## config.mk

```make
export PLATFORM = sky130hd
export DESIGN_NAME = riscv_fetch_unit_flat
export DESIGN_NICKNAME = d
export VERILOG_FILES = /design/src/rtl/riscv_fetch_unit_if.sv /design/src/rtl/riscv_fetch_unit.sv /design/src/flat_wrapper.sv
export SDC_FILE = /design/constraint.sdc
export NUM_CORES = 1
export LEC_CHECK = 0
export ABC_AREA = 1
export CAP_MARGIN = 20
export CORE_MARGIN = 1
export CORE_UTILIZATION = 51
export DETAILED_ROUTE_END_ITERATION = 8
export PLACE_DENSITY = 0.75
export SLEW_MARGIN = 20
export SYNTH_ARGS = -nofsm -noshare
export SYNTH_HDL_FRONTEND = slang
export SYNTH_SLANG_ARGS = --single-unit
```

## constraint.sdc

```tcl
create_clock -name clk -period 7.1 [get_ports clk]
set_input_delay 1.42 -clock clk [delete_from_list [all_inputs] [get_ports clk]]
set_output_delay 1.42 -clock clk [all_outputs]
set_load 0.02 [all_outputs]
```

## src/rtl/riscv_fetch_unit_if.sv

```systemverilog
// Bus bundle for the fetch unit: redirect input, imem request/response, decode handshake.
// master = fetch unit, slave = surrounding core/imem/testbench.
interface riscv_fetch_unit_if;
    logic        redirect_valid;
    logic [31:0] redirect_pc;
    logic        imem_req_valid;
    logic        imem_req_ready;
    logic [31:0] imem_req_addr;
    logic        imem_rsp_valid;
    logic [31:0] imem_rsp_data;
    logic        instr_valid;
    logic        instr_ready;
    logic [31:0] instr;
    logic [31:0] instr_pc;

    modport master (
        input  redirect_valid, redirect_pc, imem_req_ready, imem_rsp_valid, imem_rsp_data, instr_ready,
        output imem_req_valid, imem_req_addr, instr_valid, instr, instr_pc
    );
    modport slave (
        output redirect_valid, redirect_pc, imem_req_ready, imem_rsp_valid, imem_rsp_data, instr_ready,
        input  imem_req_valid, imem_req_addr, instr_valid, instr, instr_pc
    );
endinterface

```

## src/rtl/riscv_fetch_unit.sv

```systemverilog
// Instruction fetch front end: credit-limited word fetches, PC-tagged instruction FIFO,
// and redirect handling that drains stale in-flight responses.
module riscv_fetch_unit #(
    parameter logic [31:0] RESET_PC   = 32'h0000_0000,
    parameter int          FIFO_DEPTH = 4
) (
    input  logic               clk,
    input  logic               rst_n,
    riscv_fetch_unit_if.master bus
);
    localparam int AW = $clog2(FIFO_DEPTH);
    localparam int CW = AW + 1;

    typedef enum logic {RUN, DRAIN} state_t;
    typedef struct packed {
        logic [31:0] data;
        logic [31:0] pc;
    } entry_t;

    state_t        state, state_nx;
    logic [31:0]   fetch_pc;
    logic          req_valid;
    logic [CW-1:0] outstanding, out_nx, drop_cnt, fifo_cnt, cnt_nx;
    logic [AW-1:0] rd_ptr, wr_ptr, pq_rd, pq_wr;
    entry_t        fifo [FIFO_DEPTH];
    logic [31:0]   pcq  [FIFO_DEPTH];
    logic          accept, rsp, pop, push, redirect;
    logic [31:0]   redirect_aligned;

    assign redirect_aligned = bus.redirect_pc & ~32'h3;

    always_comb begin
        redirect = bus.redirect_valid;
        accept   = req_valid & bus.imem_req_ready;
        rsp      = bus.imem_rsp_valid;
        pop      = (fifo_cnt != '0) & bus.instr_ready;
        // a response in a redirect cycle is stale even when nothing was pending drop
        push     = rsp & (drop_cnt == '0) & ~redirect;
        out_nx   = outstanding + CW'(accept) - CW'(rsp);
        cnt_nx   = redirect ? '0 : fifo_cnt + CW'(push) - CW'(pop);
        state_nx = state;
        if (redirect)
            state_nx = (out_nx != '0) ? DRAIN : RUN;
        else if (state == DRAIN && rsp && drop_cnt == CW'(1))
            state_nx = RUN;
    end

    always_ff @(posedge clk) begin
        if (!rst_n) begin
            state       <= RUN;
            fetch_pc    <= RESET_PC;
            req_valid   <= 1'b0;
            outstanding <= '0;
            drop_cnt    <= '0;
            fifo_cnt    <= '0;
            rd_ptr      <= '0;
            wr_ptr      <= '0;
            pq_rd       <= '0;
            pq_wr       <= '0;
            for (int i = 0; i < FIFO_DEPTH; i++) begin
                fifo[i] <= '0;
                pcq[i]  <= '0;
            end
        end else begin
            state       <= state_nx;
            outstanding <= out_nx;
            fifo_cnt    <= cnt_nx;
            // credit check on next-cycle occupancy so every in-flight response has a slot
            req_valid   <= (state_nx == RUN) &&
                           (({1'b0, out_nx} + {1'b0, cnt_nx}) < (CW+1)'(FIFO_DEPTH));
            // PC queue tracks every request, including ones later dropped, to stay aligned
            if (accept) begin
                pcq[pq_wr] <= fetch_pc;
                pq_wr      <= pq_wr + 1'b1;
            end
            if (rsp)
                pq_rd <= pq_rd + 1'b1;
            if (redirect) begin
                fetch_pc <= redirect_aligned;
                drop_cnt <= out_nx;
                rd_ptr   <= '0;
                wr_ptr   <= '0;
            end else begin
                if (accept)
                    fetch_pc <= fetch_pc + 32'd4;
                if (rsp && drop_cnt != '0)
                    drop_cnt <= drop_cnt - 1'b1;
                if (push) begin
                    fifo[wr_ptr] <= '{data: bus.imem_rsp_data, pc: pcq[pq_rd]};
                    wr_ptr       <= wr_ptr + 1'b1;
                end
                if (pop)
                    rd_ptr <= rd_ptr + 1'b1;
            end
        end
    end

    assign bus.imem_req_valid = req_valid;
    assign bus.imem_req_addr  = fetch_pc;
    assign bus.instr_valid    = (fifo_cnt != '0);
    assign bus.instr          = fifo[rd_ptr].data;
    assign bus.instr_pc       = fifo[rd_ptr].pc;
endmodule

```

## src/flat_wrapper.sv

```systemverilog
// flat-port wrapper written by rule: the top's interface ports become plain ports
module riscv_fetch_unit_flat 
#(
    parameter logic [31:0] RESET_PC   = 32'h0000_0000,
    parameter int          FIFO_DEPTH = 4
)
  (clk, rst_n, bus_redirect_valid, bus_redirect_pc, bus_imem_req_ready, bus_imem_rsp_valid, bus_imem_rsp_data, bus_instr_ready, bus_imem_req_valid, bus_imem_req_addr, bus_instr_valid, bus_instr, bus_instr_pc);
  riscv_fetch_unit_if bus_i ();
  input  logic clk;
  input  logic rst_n;
  input wire logic [$bits(bus_i.redirect_valid)-1:0] bus_redirect_valid;
  input wire logic [$bits(bus_i.redirect_pc)-1:0] bus_redirect_pc;
  input wire logic [$bits(bus_i.imem_req_ready)-1:0] bus_imem_req_ready;
  input wire logic [$bits(bus_i.imem_rsp_valid)-1:0] bus_imem_rsp_valid;
  input wire logic [$bits(bus_i.imem_rsp_data)-1:0] bus_imem_rsp_data;
  input wire logic [$bits(bus_i.instr_ready)-1:0] bus_instr_ready;
  output wire logic [$bits(bus_i.imem_req_valid)-1:0] bus_imem_req_valid;
  output wire logic [$bits(bus_i.imem_req_addr)-1:0] bus_imem_req_addr;
  output wire logic [$bits(bus_i.instr_valid)-1:0] bus_instr_valid;
  output wire logic [$bits(bus_i.instr)-1:0] bus_instr;
  output wire logic [$bits(bus_i.instr_pc)-1:0] bus_instr_pc;
  assign bus_i.redirect_valid = bus_redirect_valid;
  assign bus_i.redirect_pc = bus_redirect_pc;
  assign bus_i.imem_req_ready = bus_imem_req_ready;
  assign bus_i.imem_rsp_valid = bus_imem_rsp_valid;
  assign bus_i.imem_rsp_data = bus_imem_rsp_data;
  assign bus_i.instr_ready = bus_instr_ready;
  assign bus_imem_req_valid = bus_i.imem_req_valid;
  assign bus_imem_req_addr = bus_i.imem_req_addr;
  assign bus_instr_valid = bus_i.instr_valid;
  assign bus_instr = bus_i.instr;
  assign bus_instr_pc = bus_i.instr_pc;
  riscv_fetch_unit #(.RESET_PC(RESET_PC), .FIFO_DEPTH(FIFO_DEPTH)) u_core (.clk(clk), .rst_n(rst_n), .bus(bus_i));
endmodule
```

==> flow_summary.ini <==
[placement]
gp_congestion = 0.899
dp_hpwl_um = 26000
place.detailed.instances = 2426
placement.io_buffers = 161

[worst_setup_path]
worst_setup_path_end_kind = output port
critPathArrivalTime_ns = 3.26
critPathLaunchType = flip-flop
worst-r2r-setup-slack_ns = 3.71
worstPathRequired_ns = 5.68
worstSetupPathType = reg -> out
worstPathMaxFanout = 90

[synthesis]
synthesis.instances = 1896
yosysUniqueCellTypes = 38
ys_seq_elements = 421
mappedNetlistArea_um2 = 18700
syn_area_per_cell_um2 = 9.88
synth_sequential_area_ratio_pct = 64.6
yosysWarningCount = 0

[route]
drt-wirelength-per-cell_um = 17.8
vias = 13952
final_antenna_net_count = 0
finalWirelength_um = 44600
starting_drt_drc_count = 1193
detail_route.first_pass.iterations = 5
routed_via_density = 5.57
detail_route.drc_violations = 0

[status]
status = finished clean

[finish]
fin_nets = 2092
num-fill-cells = 2895
drive_gt1_share_pct = 5.87
n_antenna_cell = 0
finish.cell_count_without_fillers = 2506
utilization_pct = 61.5
area.growth.synth_to_final_pct = 17.6

[clock_network]
clock_pin_slew_on_the_worst_setup_and_hold_paths_ns = 0.06
resize_count_post_cts = 0
postCtsSetupBuffers = 0
clock_insertion_delay_worst_skew_ns = 0.55
cts_tree = built
holdBufCountCts = 0
cts_htree_levels = 2
cts_inserted_buffers = 43
cts_root_buffer = sky130_fd_sc_hd__clkbuf_16
tritoncts_sinks = 421
ctsLongestPathBuffers = 3

[sta]
setup_tns_ns = 0
post-route-period-util_pct = 65.9
fin_skew_ns = 0.0169
final-max-slew-violation-count = 0
finalHoldViolCount = 0
timing.fmax_mhz = 214
worst_slew_margin_rel_pct = 26.9
setup_violations = 0
grt_setup_unrepaired = false
finalCriticalPeriod_ns = 4.68
worst_pin_slew_ns = 1.10

[global_routing]
grt_first_pass_wirelength_um = 70300
grt_remaining_overflow = 0
initial_antenna_violation_count = 0
grt_max_degree = 91
globalRouteTotalUtil_pct = 23.6
number_of_global_route_vias_before_repair = 13585

[floorplan]
io_pins = 168
initial_utilization_pct = 52.3
die_wd_um = 194
rows = 69
fp.coreArea_um2 = 35800
die_h_um = 194
die_area_um2 = 37500

[power_and_ir_drop]
power_density_nw_per_um2 = 264
p_leak_nw = 8.07
ir_drop_v = 0.000160

[hold_path]
hold_path_class = reg -> reg

[job]
maxCapViolCount = 0
kinds of logic after synthesis:
kind of cell / count (synthesis) / share of synthesized area [%]
xor+xnor: 7 / 0.327
buf+inv: 279 / 6.11
flops: 421 / 64.6
fa+ha+maj: 12 / 0.881
compound gates: 342 / 10.4
simple gates: 834 / 17.6
other cells: 1 / 0.0200
per-stage QoR:
step	hold WS [ns]	power, mW	cell area (um^2)	worst slack [ns]
after CTS	0.470	5.83	22000	2.41
after detailed placement	0.457	3.62	20600	2.00
final	0.465	5.81	22000	2.42
after global routing	0.492	6.00	22000	2.21
after global placement	0.451	3.60	20600	2.02
after floorplan	0.436	3.34	18700	0.376
power breakdown:
| group | internal [mW] | switching [mW] |
|---|---|---|
| Combinational | 0.241 | 0.447 |
| Sequential | 2.83 | 0.0586 |
| Clock | 1.30 | 0.931 |
| Total | 4.37 | 1.44 |
layout by cell type (no fill, tap or decap), types with 22 or more instances in the layout:
cell type and count:
sky130_fd_sc_hd__nor2_1 516, sky130_fd_sc_hd__edfxtp_1 368, sky130_fd_sc_hd__nand2_1 220, sky130_fd_sc_hd__o21ai_0 174, sky130_fd_sc_hd__clkdlybuf4s50_1 161, sky130_fd_sc_hd__inv_1 153, sky130_fd_sc_hd__o22ai_1 66, sky130_fd_sc_hd__a21oi_1 60
sky130_fd_sc_hd__dfxtp_1 50, sky130_fd_sc_hd__clkbuf_16 45, sky130_fd_sc_hd__nand3_1 42, sky130_fd_sc_hd__nor3_1 34, sky130_fd_sc_hd__a32o_1 26, sky130_fd_sc_hd__buf_4 22
layout make-up:
cell class / instances / area (um^2) / share of cell area [%]
Multi-Input combinational cell: 1199 / 5530 / 25.1
Tap cell: 461 / 577 / 2.62
Timing Repair Buffer: 184 / 1800 / 8.15
Inverter: 161 / 608 / 2.76
Sequential cell: 421 / 12100 / 55.0
Clock buffer: 63 / 1250 / 5.69
Clock inverter: 17 / 153 / 0.693
routing by layer:
| metal | global-route usage (%) | up-vias | wire length [um] |
|---|---|---|---|
| li1 | - | 6631 | - |
| met4 | 7.61 | 0 | 1190 |
| met5 | 0 | - | 0 |
| met2 | 40.3 | 557 | 21800 |
| met3 | 3.34 | 85 | 3240 |
| met1 | 31.1 | 6679 | 18400 |
final timing paths:
path | startpoint | endpoint | cells past startpoint
min reg2reg | u_core.rd_ptr[1] | flip-flop | 2
min | u_core.rd_ptr[1] | flip-flop | 2
max reg2reg | u_core.drop_cnt[0] | u_core.fifo[0][38] | 11
max | flip-flop | bus_instr_pc[15] | 5
cells in the mapped netlist:
| master | number | area [um^2] |
|---|---|---|
| sky130_fd_sc_hd__nor2_1 | 516 | 1940 |
| sky130_fd_sc_hd__edfxtp_1 | 368 | 11100 |
| sky130_fd_sc_hd__nand2_1 | 223 | 837 |
| sky130_fd_sc_hd__o21ai_0 | 178 | 891 |
| sky130_fd_sc_hd__inv_1 | 155 | 582 |
| sky130_fd_sc_hd__clkbuf_1 | 74 | 278 |
| sky130_fd_sc_hd__o22ai_1 | 66 | 413 |
| sky130_fd_sc_hd__a21oi_1 | 60 | 300 |
| sky130_fd_sc_hd__dfxtp_1 | 53 | 1060 |
| sky130_fd_sc_hd__nand3_1 | 42 | 210 |
| sky130_fd_sc_hd__nor3_1 | 34 | 170 |
| sky130_fd_sc_hd__a32o_1 | 26 | 260 |
| sky130_fd_sc_hd__buf_2 | 25 | 125 |
| sky130_fd_sc_hd__ha_1 | 10 | 125 |
| sky130_fd_sc_hd__buf_1 | 8 | 30.0 |
| sky130_fd_sc_hd__a31oi_1 | 7 | 43.8 |
| sky130_fd_sc_hd__xor2_1 | 7 | 61.3 |
| sky130_fd_sc_hd__buf_6 | 6 | 67.6 |
| sky130_fd_sc_hd__nor2_2 | 6 | 37.5 |
| sky130_fd_sc_hd__buf_4 | 5 | 37.5 |
| sky130_fd_sc_hd__inv_2 | 4 | 15.0 |
| sky130_fd_sc_hd__a21boi_0 | 2 | 15.0 |
| sky130_fd_sc_hd__and2_1 | 2 | 12.5 |
| sky130_fd_sc_hd__fa_1 | 2 | 40.0 |
| sky130_fd_sc_hd__nand2_4 | 2 | 22.5 |
| sky130_fd_sc_hd__nand4_1 | 2 | 12.5 |
| sky130_fd_sc_hd__nor4_1 | 2 | 12.5 |
| sky130_fd_sc_hd__a22oi_1 | 1 | 7.51 |
| sky130_fd_sc_hd__clkinv_1 | 1 | 3.75 |
| sky130_fd_sc_hd__conb_1 | 1 | 3.75 |
| sky130_fd_sc_hd__inv_4 | 1 | 6.26 |
| sky130_fd_sc_hd__nand2_2 | 1 | 6.26 |
| sky130_fd_sc_hd__nand3_2 | 1 | 10.0 |
| sky130_fd_sc_hd__nor2_4 | 1 | 11.3 |
| sky130_fd_sc_hd__nor2_8 | 1 | 20.0 |
| sky130_fd_sc_hd__o211ai_1 | 1 | 7.51 |
| sky130_fd_sc_hd__o31ai_1 | 1 | 7.51 |
| sky130_fd_sc_hd__or2_2 | 1 | 6.26 |
worst max-delay path, cell delays in order, from the launching register on:
cell and delay [ns]:
sky130_fd_sc_hd__dfxtp_4 0.72, sky130_fd_sc_hd__clkinv_2 0.57, sky130_fd_sc_hd__buf_12 0.39, sky130_fd_sc_hd__o21ai_0 0.23, sky130_fd_sc_hd__o22ai_1 0.09, sky130_fd_sc_hd__clkdlybuf4s50_1 0.61
state kept, by name, indices dropped and copies added, names as in the netlist, named ones only:
| name | flops |
|---|---|
| u_core.bus.imem_req_valid | 1 |
| u_core.wr_ptr | 2 |
| u_core.pq_wr | 2 |
| u_core.fifo | 248 |
| u_core.drop_cnt | 3 |
| u_core.state | 1 |
| u_core.rd_ptr | 2 |
| u_core.outstanding | 3 |
| u_core.pcq | 120 |
| u_core.fifo_cnt | 3 |
| u_core.pq_rd | 2 |
| u_core.bus.imem_req_addr | 30 |
Power figures use the tool's default switching activity.
